File: src/rtl/riscv_core_hazard_fwd_unit_pkg.sv
// Shared types for the RV32IMC pipeline hazard/forwarding control.
// Forwarding-select encoding and hazard FSM states live here.
package riscv_core_pkg;

  localparam int REG_AW = 5;

  typedef enum logic [1:0] {
    FWD_RF  = 2'b00,
    FWD_WB  = 2'b01,
    FWD_MEM = 2'b10
  } fwd_sel_t;

  typedef enum logic {
    IDLE    = 1'b0,
    MD_WAIT = 1'b1
  } hz_state_t;

endpackage

File: src/rtl/riscv_core_hazard_fwd_unit_if.sv
// Pipeline-side bundle between the ID/EX/MEM/WB registers and the hazard unit.
interface riscv_core_hazard_fwd_unit_if #(
  parameter int REG_AW = riscv_core_pkg::REG_AW,
  parameter int CNT_W  = 32
);
  import riscv_core_pkg::*;

  logic [REG_AW-1:0] i_id_rs1;
  logic [REG_AW-1:0] i_id_rs2;
  logic              i_id_use_rs1;
  logic              i_id_use_rs2;
  logic [REG_AW-1:0] i_ex_rs1;
  logic [REG_AW-1:0] i_ex_rs2;
  logic [REG_AW-1:0] i_ex_rd;
  logic              i_ex_reg_we;
  logic              i_ex_is_load;
  logic              i_ex_md_start;
  logic              i_md_done;
  logic              i_ex_redirect;
  logic [REG_AW-1:0] i_mem_rd;
  logic              i_mem_reg_we;
  logic [REG_AW-1:0] i_wb_rd;
  logic              i_wb_reg_we;
  fwd_sel_t          o_fwd_a_sel;
  fwd_sel_t          o_fwd_b_sel;
  logic              o_stall_if;
  logic              o_stall_id;
  logic              o_stall_ex;
  logic              o_flush_id;
  logic              o_flush_ex;
  logic              o_md_busy;
  logic [CNT_W-1:0]  o_stall_cycles;

  modport master (
    output i_id_rs1, i_id_rs2, i_id_use_rs1, i_id_use_rs2,
    output i_ex_rs1, i_ex_rs2, i_ex_rd, i_ex_reg_we, i_ex_is_load,
    output i_ex_md_start, i_md_done, i_ex_redirect,
    output i_mem_rd, i_mem_reg_we, i_wb_rd, i_wb_reg_we,
    input  o_fwd_a_sel, o_fwd_b_sel, o_stall_if, o_stall_id, o_stall_ex,
    input  o_flush_id, o_flush_ex, o_md_busy, o_stall_cycles
  );

  modport slave (
    input  i_id_rs1, i_id_rs2, i_id_use_rs1, i_id_use_rs2,
    input  i_ex_rs1, i_ex_rs2, i_ex_rd, i_ex_reg_we, i_ex_is_load,
    input  i_ex_md_start, i_md_done, i_ex_redirect,
    input  i_mem_rd, i_mem_reg_we, i_wb_rd, i_wb_reg_we,
    output o_fwd_a_sel, o_fwd_b_sel, o_stall_if, o_stall_id, o_stall_ex,
    output o_flush_id, o_flush_ex, o_md_busy, o_stall_cycles
  );

endinterface

File: src/rtl/riscv_core_hazard_fwd_unit_fwd_sel.sv
// Operand forwarding comparator: picks MEM over WB, never forwards x0.
module riscv_core_fwd_sel
  import riscv_core_pkg::*;
#(
  parameter int REG_AW = riscv_core_pkg::REG_AW
) (
  input  logic [REG_AW-1:0] i_ex_rs,
  input  logic [REG_AW-1:0] i_mem_rd,
  input  logic              i_mem_reg_we,
  input  logic [REG_AW-1:0] i_wb_rd,
  input  logic              i_wb_reg_we,
  output fwd_sel_t          o_sel
);

  logic mem_hit_s;
  logic wb_hit_s;

  assign mem_hit_s = i_mem_reg_we && (i_mem_rd != {REG_AW{1'b0}}) && (i_mem_rd == i_ex_rs);
  assign wb_hit_s  = i_wb_reg_we  && (i_wb_rd  != {REG_AW{1'b0}}) && (i_wb_rd  == i_ex_rs);

  // Priority select; the youngest producer (MEM) wins over WB.
  always_comb begin
    o_sel = FWD_RF;
    if (mem_hit_s) begin
      o_sel = FWD_MEM;
    end else if (wb_hit_s) begin
      o_sel = FWD_WB;
    end else begin
      o_sel = FWD_RF;
    end
  end

endmodule

File: src/rtl/riscv_core_hazard_fwd_unit.sv
// Hazard/forwarding control for the 5-stage core: operand forwarding selects,
// load-use and redirect bubbles, div/rem stall FSM and a stall-cycle counter.
module riscv_core_hazard_fwd_unit
  import riscv_core_pkg::*;
#(
  parameter int REG_AW = riscv_core_pkg::REG_AW,
  parameter int CNT_W  = 32
) (
  input logic                         i_clk,
  input logic                         i_rst,
  riscv_core_hazard_fwd_unit_if.slave bus
);

  hz_state_t        state_q, state_d;
  logic [CNT_W-1:0] cnt_q, cnt_d;
  logic             lu_s;
  logic             stall_if_s, stall_id_s, stall_ex_s;
  logic             flush_id_s, flush_ex_s, md_busy_s;

  riscv_core_fwd_sel #(.REG_AW(REG_AW)) u_fwd_a (
    .i_ex_rs      (bus.i_ex_rs1),
    .i_mem_rd     (bus.i_mem_rd),
    .i_mem_reg_we (bus.i_mem_reg_we),
    .i_wb_rd      (bus.i_wb_rd),
    .i_wb_reg_we  (bus.i_wb_reg_we),
    .o_sel        (bus.o_fwd_a_sel)
  );

  riscv_core_fwd_sel #(.REG_AW(REG_AW)) u_fwd_b (
    .i_ex_rs      (bus.i_ex_rs2),
    .i_mem_rd     (bus.i_mem_rd),
    .i_mem_reg_we (bus.i_mem_reg_we),
    .i_wb_rd      (bus.i_wb_rd),
    .i_wb_reg_we  (bus.i_wb_reg_we),
    .o_sel        (bus.o_fwd_b_sel)
  );

  assign lu_s = bus.i_ex_is_load && bus.i_ex_reg_we && (bus.i_ex_rd != {REG_AW{1'b0}}) &&
                ((bus.i_id_use_rs1 && (bus.i_id_rs1 == bus.i_ex_rd)) ||
                 (bus.i_id_use_rs2 && (bus.i_id_rs2 == bus.i_ex_rd)));

  // Next-state and stall/flush decode; MD_WAIT masks load-use and redirect.
  always_comb begin
    state_d    = state_q;
    stall_if_s = 1'b0;
    stall_id_s = 1'b0;
    stall_ex_s = 1'b0;
    flush_id_s = 1'b0;
    flush_ex_s = 1'b0;
    md_busy_s  = 1'b0;
    case (state_q)
      IDLE: begin
        if (bus.i_ex_md_start && !bus.i_md_done) begin
          state_d    = MD_WAIT;
          stall_if_s = 1'b1;
          stall_id_s = 1'b1;
          stall_ex_s = 1'b1;
        end else if (bus.i_ex_redirect) begin
          flush_id_s = 1'b1;
          flush_ex_s = 1'b1;
        end else if (lu_s) begin
          stall_if_s = 1'b1;
          stall_id_s = 1'b1;
          flush_ex_s = 1'b1;
        end else begin
          state_d = IDLE;
        end
      end
      MD_WAIT: begin
        md_busy_s = 1'b1;
        // Release the stalls on the done cycle so EX/MEM captures the result.
        if (bus.i_md_done) begin
          state_d = IDLE;
        end else begin
          stall_if_s = 1'b1;
          stall_id_s = 1'b1;
          stall_ex_s = 1'b1;
        end
      end
      default: begin
        state_d = IDLE;
      end
    endcase
  end

  // Saturating stall-cycle counter.
  always_comb begin
    cnt_d = cnt_q;
    if (stall_if_s && (cnt_q != {CNT_W{1'b1}})) begin
      cnt_d = cnt_q + CNT_W'(1);
    end else begin
      cnt_d = cnt_q;
    end
  end

  // State and counter registers.
  always_ff @(posedge i_clk or posedge i_rst) begin
    if (i_rst) begin
      state_q <= IDLE;
      cnt_q   <= {CNT_W{1'b0}};
    end else begin
      state_q <= state_d;
      cnt_q   <= cnt_d;
    end
  end

  assign bus.o_stall_if     = stall_if_s;
  assign bus.o_stall_id     = stall_id_s;
  assign bus.o_stall_ex     = stall_ex_s;
  assign bus.o_flush_id     = flush_id_s;
  assign bus.o_flush_ex     = flush_ex_s;
  assign bus.o_md_busy      = md_busy_s;
  assign bus.o_stall_cycles = cnt_q;

endmodule

File: src/flat_wrapper.sv
// flat-port wrapper written by rule: the top's interface ports become plain ports
module riscv_core_hazard_fwd_unit_flat import riscv_core_pkg::*;
#(
  parameter int REG_AW = riscv_core_pkg::REG_AW,
  parameter int CNT_W  = 32
)
  (i_clk, i_rst, bus_i_id_rs1, bus_i_id_rs2, bus_i_id_use_rs1, bus_i_id_use_rs2, bus_i_ex_rs1, bus_i_ex_rs2, bus_i_ex_rd, bus_i_ex_reg_we, bus_i_ex_is_load, bus_i_ex_md_start, bus_i_md_done, bus_i_ex_redirect, bus_i_mem_rd, bus_i_mem_reg_we, bus_i_wb_rd, bus_i_wb_reg_we, bus_o_fwd_a_sel, bus_o_fwd_b_sel, bus_o_stall_if, bus_o_stall_id, bus_o_stall_ex, bus_o_flush_id, bus_o_flush_ex, bus_o_md_busy, bus_o_stall_cycles);
  riscv_core_hazard_fwd_unit_if #(.REG_AW(REG_AW), .CNT_W(CNT_W)) bus_i ();
  input logic i_clk;
  input logic i_rst;
  input wire logic [$bits(bus_i.i_id_rs1)-1:0] bus_i_id_rs1;
  input wire logic [$bits(bus_i.i_id_rs2)-1:0] bus_i_id_rs2;
  input wire logic [$bits(bus_i.i_id_use_rs1)-1:0] bus_i_id_use_rs1;
  input wire logic [$bits(bus_i.i_id_use_rs2)-1:0] bus_i_id_use_rs2;
  input wire logic [$bits(bus_i.i_ex_rs1)-1:0] bus_i_ex_rs1;
  input wire logic [$bits(bus_i.i_ex_rs2)-1:0] bus_i_ex_rs2;
  input wire logic [$bits(bus_i.i_ex_rd)-1:0] bus_i_ex_rd;
  input wire logic [$bits(bus_i.i_ex_reg_we)-1:0] bus_i_ex_reg_we;
  input wire logic [$bits(bus_i.i_ex_is_load)-1:0] bus_i_ex_is_load;
  input wire logic [$bits(bus_i.i_ex_md_start)-1:0] bus_i_ex_md_start;
  input wire logic [$bits(bus_i.i_md_done)-1:0] bus_i_md_done;
  input wire logic [$bits(bus_i.i_ex_redirect)-1:0] bus_i_ex_redirect;
  input wire logic [$bits(bus_i.i_mem_rd)-1:0] bus_i_mem_rd;
  input wire logic [$bits(bus_i.i_mem_reg_we)-1:0] bus_i_mem_reg_we;
  input wire logic [$bits(bus_i.i_wb_rd)-1:0] bus_i_wb_rd;
  input wire logic [$bits(bus_i.i_wb_reg_we)-1:0] bus_i_wb_reg_we;
  output wire logic [$bits(bus_i.o_fwd_a_sel)-1:0] bus_o_fwd_a_sel;
  output wire logic [$bits(bus_i.o_fwd_b_sel)-1:0] bus_o_fwd_b_sel;
  output wire logic [$bits(bus_i.o_stall_if)-1:0] bus_o_stall_if;
  output wire logic [$bits(bus_i.o_stall_id)-1:0] bus_o_stall_id;
  output wire logic [$bits(bus_i.o_stall_ex)-1:0] bus_o_stall_ex;
  output wire logic [$bits(bus_i.o_flush_id)-1:0] bus_o_flush_id;
  output wire logic [$bits(bus_i.o_flush_ex)-1:0] bus_o_flush_ex;
  output wire logic [$bits(bus_i.o_md_busy)-1:0] bus_o_md_busy;
  output wire logic [$bits(bus_i.o_stall_cycles)-1:0] bus_o_stall_cycles;
  assign bus_i.i_id_rs1 = bus_i_id_rs1;
  assign bus_i.i_id_rs2 = bus_i_id_rs2;
  assign bus_i.i_id_use_rs1 = bus_i_id_use_rs1;
  assign bus_i.i_id_use_rs2 = bus_i_id_use_rs2;
  assign bus_i.i_ex_rs1 = bus_i_ex_rs1;
  assign bus_i.i_ex_rs2 = bus_i_ex_rs2;
  assign bus_i.i_ex_rd = bus_i_ex_rd;
  assign bus_i.i_ex_reg_we = bus_i_ex_reg_we;
  assign bus_i.i_ex_is_load = bus_i_ex_is_load;
  assign bus_i.i_ex_md_start = bus_i_ex_md_start;
  assign bus_i.i_md_done = bus_i_md_done;
  assign bus_i.i_ex_redirect = bus_i_ex_redirect;
  assign bus_i.i_mem_rd = bus_i_mem_rd;
  assign bus_i.i_mem_reg_we = bus_i_mem_reg_we;
  assign bus_i.i_wb_rd = bus_i_wb_rd;
  assign bus_i.i_wb_reg_we = bus_i_wb_reg_we;
  assign bus_o_fwd_a_sel = bus_i.o_fwd_a_sel;
  assign bus_o_fwd_b_sel = bus_i.o_fwd_b_sel;
  assign bus_o_stall_if = bus_i.o_stall_if;
  assign bus_o_stall_id = bus_i.o_stall_id;
  assign bus_o_stall_ex = bus_i.o_stall_ex;
  assign bus_o_flush_id = bus_i.o_flush_id;
  assign bus_o_flush_ex = bus_i.o_flush_ex;
  assign bus_o_md_busy = bus_i.o_md_busy;
  assign bus_o_stall_cycles = bus_i.o_stall_cycles;
  riscv_core_hazard_fwd_unit #(.REG_AW(REG_AW), .CNT_W(CNT_W)) u_core (.i_clk(i_clk), .i_rst(i_rst), .bus(bus_i));
endmodule
File: config.mk
export PLATFORM = sky130hd
export DESIGN_NAME = riscv_core_hazard_fwd_unit_flat
export DESIGN_NICKNAME = d
export VERILOG_FILES = /design/src/rtl/riscv_core_hazard_fwd_unit_pkg.sv /design/src/rtl/riscv_core_hazard_fwd_unit_if.sv /design/src/rtl/riscv_core_hazard_fwd_unit_fwd_sel.sv /design/src/rtl/riscv_core_hazard_fwd_unit.sv /design/src/flat_wrapper.sv
export SDC_FILE = /design/constraint.sdc
export NUM_CORES = 1
export LEC_CHECK = 0
export BUFFER_PORTS_ARGS = -buffer_cell sky130_fd_sc_hd__buf_2
export CAP_MARGIN = 20
export CORE_MARGIN = 1.5
export CORE_UTILIZATION = 50
export DETAILED_ROUTE_END_ITERATION = 12
export PLACE_DENSITY = 0.85
export SLEW_MARGIN = 20
export SYNTH_ARGS = -nofsm -noshare
export SYNTH_HDL_FRONTEND = slang
export SYNTH_HIERARCHICAL = 1
export SYNTH_SLANG_ARGS = --single-unit
File: constraint.sdc
create_clock -name i_clk -period 4 [get_ports i_clk]
set_input_delay 1.2 -clock i_clk [delete_from_list [all_inputs] [get_ports i_clk]]
set_output_delay 1.2 -clock i_clk [all_outputs]
set_load 0.1 [all_outputs]
==> results.md, run 1 <==
- The data arrival time of the critical path is 2.50 ns.
- The tree built by TritonCTS fans out to 33 sinks.
- The number of antenna violations at the first check in global routing is 0.
- The top-area cell type share of the netlist area is 38.9%.
- The number of nets handed over by synthesis was 274.
- In this run the number of H-tree levels came out at 2.
- For this run, the detailed router's first-pass iteration total came to 4.
- The filler cells instantiated in the layout total 331.
- The critical path startpoint is bus_i_mem_rd[0].
- In the post-synthesis netlist, the cell with the most instances is dfrtp_1.
- The number of warning messages in the yosys log is 6.
- Clock-pin slew was measured on the worst setup and hold paths at 0.06 ns.
- The first global-routing pass estimated 7690 microns of wire.
- Cells with a size suffix above 1 make up 35.4% of the layout.
- The tree is rooted in a clkbuf_8.
- The worst register-to-register path has a setup slack of 1.51 ns.
- The largest net degree at the start of global routing is 34.
- Setup violations remaining at the end of the flow were counted as 0.
- The number of instances resized during post-cts repair is 0.
- The total vias in the final route is 1935.
- The most numerous cell type found on the critical path is buf_2.
- The predominant post-synthesis flop cell is dfrtp_1.
- The die width is 68.2 microns.
- The async set or reset register ratio after synthesis is 100%.
- Port buffering added 87 buffers.
- In this run, the number of DRC markers left after iteration 0 of detailed routing was 70.
- In this run the count of I/O pins placed on the die edge is 88.
- Dividing total power by cell area gives a power density of 399 nW/um^2.
- The slew at the pin closest to its max-slew limit is 0.499 ns.
- The maximum count of clock buffers along a single path is 2.
- The netlist uses 33 different library cells.
- The critical path endpoint category is an output pin.
- The net count reported at finish is 362.
- The number of hold buffers added after CTS was 0.
- The highest attainable clock frequency is 270 MHz.
- In this run the remaining antenna-violating nets after routing total 0.
- The area growth from synthesis to layout is 29.6%.
- The clock arrives with 0.00187 ns of skew.
- The sum of routed wire length over all layers is 5020 microns.
- The number of pins with negative max-slew slack in the final report is 0.
- Post-CTS timing repair inserted 0 buffers for setup.
- The placed wire-length estimate after detailed placement is 3880 microns.
- The peak ir drop on the vdd network is 0.636 mV.
- A synthesized cell averages 9.35 sq um.
- Along the worst hold path, the cell count comes to 1.
- The worst setup path is of the in2out kind.
- After layout, the minimum clock period comes to 3.70 ns.
- Yosys mapped a number of flops with a built-in enable equal to 0.
- The die covers 4650 sq um.
- After routing the design area is 2750 sq um.
- The number of endpoints with negative hold slack in the final report was 0.
- The reg-to-reg critical path startpoint is u_core/bus.o_stall_cycles[0]$_DFFE_PP0P_.
- The post-route worst hold slack is 0.493 ns.
- Together, buffers and inverters on the worst path number 2.
- The total of max-cap violations is 0.
- Along the worst path, the maximum fanout reaches 4.
- Measured against its own limit, the worst slew margin works out to 67.0%.
- The endpoint of the worst-slack reg-to-reg timing path is u_core/bus.o_stall_cycles[1]$_DFFE_PP0P_.
- The leftover overflow at the end of global routing is 0.
- Once placement finished, the instance area stood at 2650 sq um.
- After technology mapping, the gate count stands at 227.
- The run finished with clean final reports.
- The post-route fraction of the period consumed by the critical path is 92.6%.
- The via count of the first global-routing pass is 1712.
- The number of remaining DRC errors is 0.
- The largest delay contributor family on the critical path is buffers and inverters.
- The number of flip-flops and latches in the synthesized netlist is 33.
- The commonest cells after synthesis are 33 x dfrtp_1, 30 x xor2_1, 27 x xnor2_1.
- Measured in cells, the most critical reg-to-reg path has a length of 7.
- Sequential elements use 38.9% of the synthesized area.
- The startpoint of the most critical hold path is u_core/bus.o_stall_cycles[21]$_DFFE_PP0P_.
- The min-delay analysis places its worst path in the category reg2reg.
- STA puts the critical path data required time at 2.80 ns.
- At the end of routability-driven placement, the weighted congestion stood at 0.825.
- Using the TritonRoute via totals, the vias-per-cell ratio works out to 5.29.
- After synthesis, the cell types taking the most area are dfrtp_1 39%, xor2_1 12%, xnor2_1 11%, nand3_1 3.5%, nor3_1 3.5%.
- For this run, the slowest stage of the critical path takes 0.43 ns.
- Walking the worst path, the cells encountered are buf_2 > o41ai_2 > a211oi_2 > nor3_4 > buf_2.
- The clock latency of the later-clocked register in the worst-skew pair is 0.29 ns.
- TritonCTS built the clock tree.
- The total number of placement rows is 23.
- The master of the slowest instance on the critical path is buf_2.
- STA classifies the critical path startpoint as an input port.
- Dividing the detail-routed wire length by the instance count gives 13.7 microns.
- The effective utilization at floorplan is 52.7%.
- The reported leakage power is 1.38 nW.
- The core region is 4030 sq um.
- The repair_antennas step left the layout with diodes totalling 0.
- The total CTS buffers is 5.
- Setup repair after global routing left no endpoint under its margin.
- The floorplan die height is 68.2 microns.
- The worst hold path terminates at u_core/bus.o_stall_cycles[21]$_DFFE_PP0P_.
- The synthesized cell area is 2120 sq um.
- Across every metal layer, demand over resource in global routing totals 22.2%.
- Summed over all instances, the cell type with the most area after synthesis is dfrtp_1.
-- registers in the layout (all words and copies together) (netlist names) --
| signal | cells |
|---|---|
| u_core/bus.o_stall_cycles | 32 |
| u_core/state_q | 1 |
-- power breakdown --
group	internal, mW	switching, mW
sequential	0.362	0.0322
combinational	0.0950	0.332
clock	0.155	0.122
total	0.613	0.487
-- cell type report --
class	count	area [sq um]	share of cell area, %
multi-input cells	176	1230	44.7
flip-flops and latches	33	826	30.0
repair buffers	89	495	18.0
clock buffers	7	96.3	3.50
well taps	50	62.6	2.27
inverters	10	37.5	1.36
clock inverters	1	5.00	0.182
-- per-layer routing --
layer	up-vias	share of wire [%]	GRT usage, %
met5	-	0	0
met1	900	42	28.6
li1	966	-	-
met3	4	6.9	5.26
met2	65	50	37.4
met4	0	0.84	6.00
-- how the worst max path moves through the flow --
| stage | depth (start not counted) | slack, ns | endpoint |
|---|---|---|---|
| floorplan | 4 | -0.18 | bus_o_stall_if |
| global placement | 5 | 0.33 | bus_o_fwd_a_sel[0] |
| detailed placement | 5 | 0.31 | bus_o_fwd_a_sel[0] |
| CTS | 5 | 0.30 | bus_o_fwd_a_sel[0] |
| global route | 7 | 0.20 | bus_o_flush_ex |
| finish | 5 | 0.30 | bus_o_fwd_a_sel[0] |
-- per-stage QoR --
stage                     setup slack (ns)  cells  utilization (%)  setup TNS [ns]  total power, mW
after floorplan                     -0.181    227                -          -0.181            0.730
after global placement               0.326    358             65.8               0            0.820
after detailed placement             0.311    358             65.8               0            0.828
after CTS                            0.305    366             68.3               0             1.10
after global routing                 0.203    366             68.3               0             1.15
final                                0.296    366             68.3               0             1.10
-- layout by cell type, fill, tap and decap left out --
master / Yosys / final
nor2_4: 0 / 1
nand4_1: 7 / 7
and4_1: 1 / 1
inv_1: 10 / 10
nand4_4: 1 / 1
ha_1: 1 / 1
nor3_1: 15 / 15
o22ai_1: 1 / 1
o32a_1: 1 / 1
clkbuf_8: 0 / 7
nor3_4: 0 / 2
xor2_1: 30 / 30
nor3_2: 3 / 1
nand2_1: 19 / 19
nor2_1: 16 / 15
or4_1: 1 / 1
dfrtp_1: 33 / 33
nor4_1: 12 / 12
o41ai_2: 2 / 2
and2_1: 2 / 2
nor2b_2: 0 / 1
a21o_1: 1 / 1
buf_2: 0 / 84
buf_12: 0 / 3
buf_4: 6 / 2
clkinv_2: 0 / 1
a2111oi_2: 1 / 1
a211oi_2: 2 / 2
and3_1: 3 / 3
nand2b_1: 1 / 1
or3_1: 3 / 3
or4_4: 1 / 1
a21oi_1: 5 / 5
xnor2_1: 27 / 27
o21ai_2: 1 / 1
nand3_1: 15 / 15
mux2_1: 1 / 1
or2_2: 2 / 2
-- logic make-up after synthesis --
family,Yosys count,share of synthesized area [%]
compound gates,14,6.13
xor+xnor,57,23.5
fa+ha+maj,1,0.589
buf+inv,18,4.24
flops,33,38.9
mux,1,0.530
simple gates,103,26.1
(Power assumes the default switching activity.)
==> inputs of run 2 (changes only) <==
--- a/config.mk
+++ b/config.mk
@@ -7,10 +7,12 @@
 export LEC_CHECK = 0
 export BUFFER_PORTS_ARGS = -buffer_cell sky130_fd_sc_hd__buf_2
 export CAP_MARGIN = 20
+export CELL_PAD_IN_SITES_DETAIL_PLACEMENT = 0
+export CELL_PAD_IN_SITES_GLOBAL_PLACEMENT = 1
 export CORE_MARGIN = 1.5
-export CORE_UTILIZATION = 50
+export CORE_UTILIZATION = 38
 export DETAILED_ROUTE_END_ITERATION = 12
-export PLACE_DENSITY = 0.85
+export PLACE_DENSITY = 0.88
 export SLEW_MARGIN = 20
 export SYNTH_ARGS = -nofsm -noshare
 export SYNTH_HDL_FRONTEND = slang
==> results.md, run 2 (synthesis results as in run 1) <==
- The peak ir drop on the vdd network is 0.605 mV (-5.0%).
- The depth of the worst register-to-register path was 7 (unchanged).
- The reported leakage power is 1.37 nW (-0.72%).
- The highest attainable clock frequency is 270 MHz (+0.13%).
- The average detailed-routed wire length per instance is 12.9 microns (-6.0%).
- The data arrival time of the critical path is 2.50 ns (about the same).
- The total die area came to 6050 sq um (+30%).
- The post-cts hold buffer count is 0 (unchanged).
- The die width is 77.8 microns (+14%).
- The number of design-rule violations left by the first detailed-router iteration is 64 (-8.6%).
- The total of max-cap violations came to 0 (unchanged).
- The total CTS buffers is 5 (unchanged).
- The leading cell type in the layout, fill and taps excluded is buf_2.
- The via count of the first global-routing pass is 1844 (+7.7%).
- The number of endpoints failing setup at the final stage is 0 (unchanged).
- The number of port buffers is 87 (unchanged).
- The depth of the CTS H-tree is 2 (unchanged).
- The root buffer cell chosen for the clock tree is clkbuf_8.
- The total number of placement rows is 27 (+17%).
- The leftover overflow at the end of global routing came to 0 (unchanged).
- The number of nets with antenna violations after routing came to 0 (unchanged).
- By startpoint and endpoint, the worst setup path is classified as in2out.
- The total I/O pin count came to 88 (unchanged).
- The mean number of vias per cell is 4.86 (-8.0%).
- The placed instance area is 2680 sq um (+1.0%).
- The number of remaining DRC errors is 0 (unchanged).
- The worst clock skew is 0.00692 ns (+0.00505 ns).
- The post-route non-filler standard cell count is 387 (+5.7%).
- The clock-pin slew reported for the worst setup and hold paths after clock tree synthesis is 0.07 ns (about the same).
- The overall routing resource usage is 17.3% (-4.9 points).
- The number of endpoints with negative hold slack in the final report was 0 (unchanged).
- The worst setup path is captured at an output pin.
- The worst slew margin relative to its limit is 67.3% (+0.36 points).
- The final-layout fill cell count is 541 (+63%).
- The effective utilization at floorplan is 39.0% (-14 points).
- The run finished with clean final reports.
- The kind of launch point of the worst setup path is an input port.
- The number of cells on the worst hold path came to 1 (unchanged).
- TritonCTS built the clock tree.
- The number of antenna violations at the first check in global routing is 0 (unchanged).
- The number of sinks on the clock net is 33 (unchanged).
- The floorplan die height is 77.8 microns (+14%).
- The path class of the tightest hold or removal check is reg2reg.
- The wire length of the first global-routing pass is 8400 microns (+9.3%).
- The shortest period the worst path allows was 3.70 ns (-0.00471 ns).
- Setup repair after global routing left no endpoint under its margin.
- The total setup buffers inserted after CTS was 0 (unchanged).
- The post-route fraction of the period consumed by the critical path was 92.5% (-0.12 points).
- The number of diodes was 0 (unchanged).
- The share of the core filled with cells is 50.8% (-17 points).
- Compared with the post-synthesis result, the final layout area differs by 30.2%.
- The flip-flop count of the largest register, all copies and words added is 32 (unchanged).
- The maximum count of clock buffers along a single path is 2 (unchanged).
- The number of pins with negative max-slew slack in the final report is 0 (unchanged).
- The net count reported at finish is 362 (unchanged).
- The sum of routed wire length over all layers is 4990 microns (-0.56%).
- The power per standard cell area was 386 nW/um^2 (-3.3%).
- The ratio of cells with drive above 1 in the final layout is 34.9% (-0.52 points).
- The largest net degree at the start of global routing is 34 (unchanged).
- The placed wire-length estimate after detailed placement came to 3780 microns (-2.6%).
- The setup TNS was 0 ns (unchanged).
- The endpoint required time on the critical path is 2.80 ns (about the same).
- The area of the core region is 5440 sq um (+35%).
- The number of instances in the placed design is 380 (+6.1%).
- The total vias in the final route was 1882 (-2.7%).
- In the layout the commonest cells are 84 x buf_2, 33 x dfrtp_1, 30 x xor2_1, 27 x xnor2_1, 19 x nand2_1.
- The pre-CTS setup slack came to 0.309 ns (-0.00148 ns).
- The final weighted congestion in routability-driven placement is 0.856 (+3.7%).
- The maximum net fanout on the critical path is 4 (unchanged).
- The cell area after layout is 2770 sq um (+0.45%).
- The final worst setup slack is 0.301 ns (+0.00471 ns).
- The number of instances resized during post-cts repair is 0 (unchanged).
- The first-pass iteration count of the detailed router is 4 (unchanged).
- The slew at the pin closest to its max-slew limit came to 0.493 ns (-0.00547 ns).
- The clock latency of the later-clocked register in the worst-skew pair came to 0.28 ns (about the same).
## run 2: changes by cell type in the layout (fill, tap and decap cells not counted)
cell	before	now
clkbuf_8	7	6
clkbuf_1	0	1
clkinv_2	1	0
## run 2: report_power, final
part	switching (mW)	internal [mW]
clock	0.113	0.136
combinational	0.329	0.0954
sequential	0.0315	0.362
total	0.474	0.594
## run 2: final cells by class
class / instances / area (sq um) / area share, %
clock buffer: 7 / 86.3 / 3.12
timing repair buffer: 89 / 495 / 17.9
inverter: 10 / 37.5 / 1.36
sequential: 33 / 826 / 29.9
tap: 72 / 90.1 / 3.26
multi-input combinational: 176 / 1230 / 44.5
## run 2: final timing paths
path | from | endpoint | slack (ns)
max | bus_i_mem_rd[0] | bus_o_fwd_a_sel[0] | 0.30
min | u_core/bus.o_stall_cycles[31]$_DFFE_PP0P_ | u_core/bus.o_stall_cycles[31]$_DFFE_PP0P_ | 0.49
max in group asynchronous | i_rst | u_core/bus.o_stall_cycles[13]$_DFFE_PP0P_ | 2.70
max reg2reg | u_core/bus.o_stall_cycles[0]$_DFFE_PP0P_ | u_core/bus.o_stall_cycles[1]$_DFFE_PP0P_ | 1.53
min reg2reg | u_core/bus.o_stall_cycles[31]$_DFFE_PP0P_ | u_core/bus.o_stall_cycles[31]$_DFFE_PP0P_ | 0.49
min in group asynchronous | i_rst | u_core/bus.o_stall_cycles[19]$_DFFE_PP0P_ | 0.99
## run 2: critical path, cell delays in order
cell	delay, ns
buf_2	0.14
o41ai_2	0.39
a211oi_2	0.15
nor3_4	0.18
buf_2	0.44
## run 2: per-layer routing
| layer | up-vias | GRT usage, % | share of wire [%] |
|---|---|---|---|
| li1 | 959 | - | - |
| met1 | 872 | 22.1 | 44 |
| met2 | 45 | 28.9 | 50 |
| met3 | 6 | 4.59 | 4.8 |
| met4 | 0 | 4.73 | 1.1 |
| met5 | - | 0 | 0 |
## run 2: metrics by stage
stage / total power [mW] / hold slack (ns)
floorplan: 0.730 / 1.05
global placement: 0.821 / 0.476
detailed placement: 0.826 / 0.476
CTS: 1.08 / 0.491
global route: 1.12 / 0.504
finish: 1.07 / 0.489
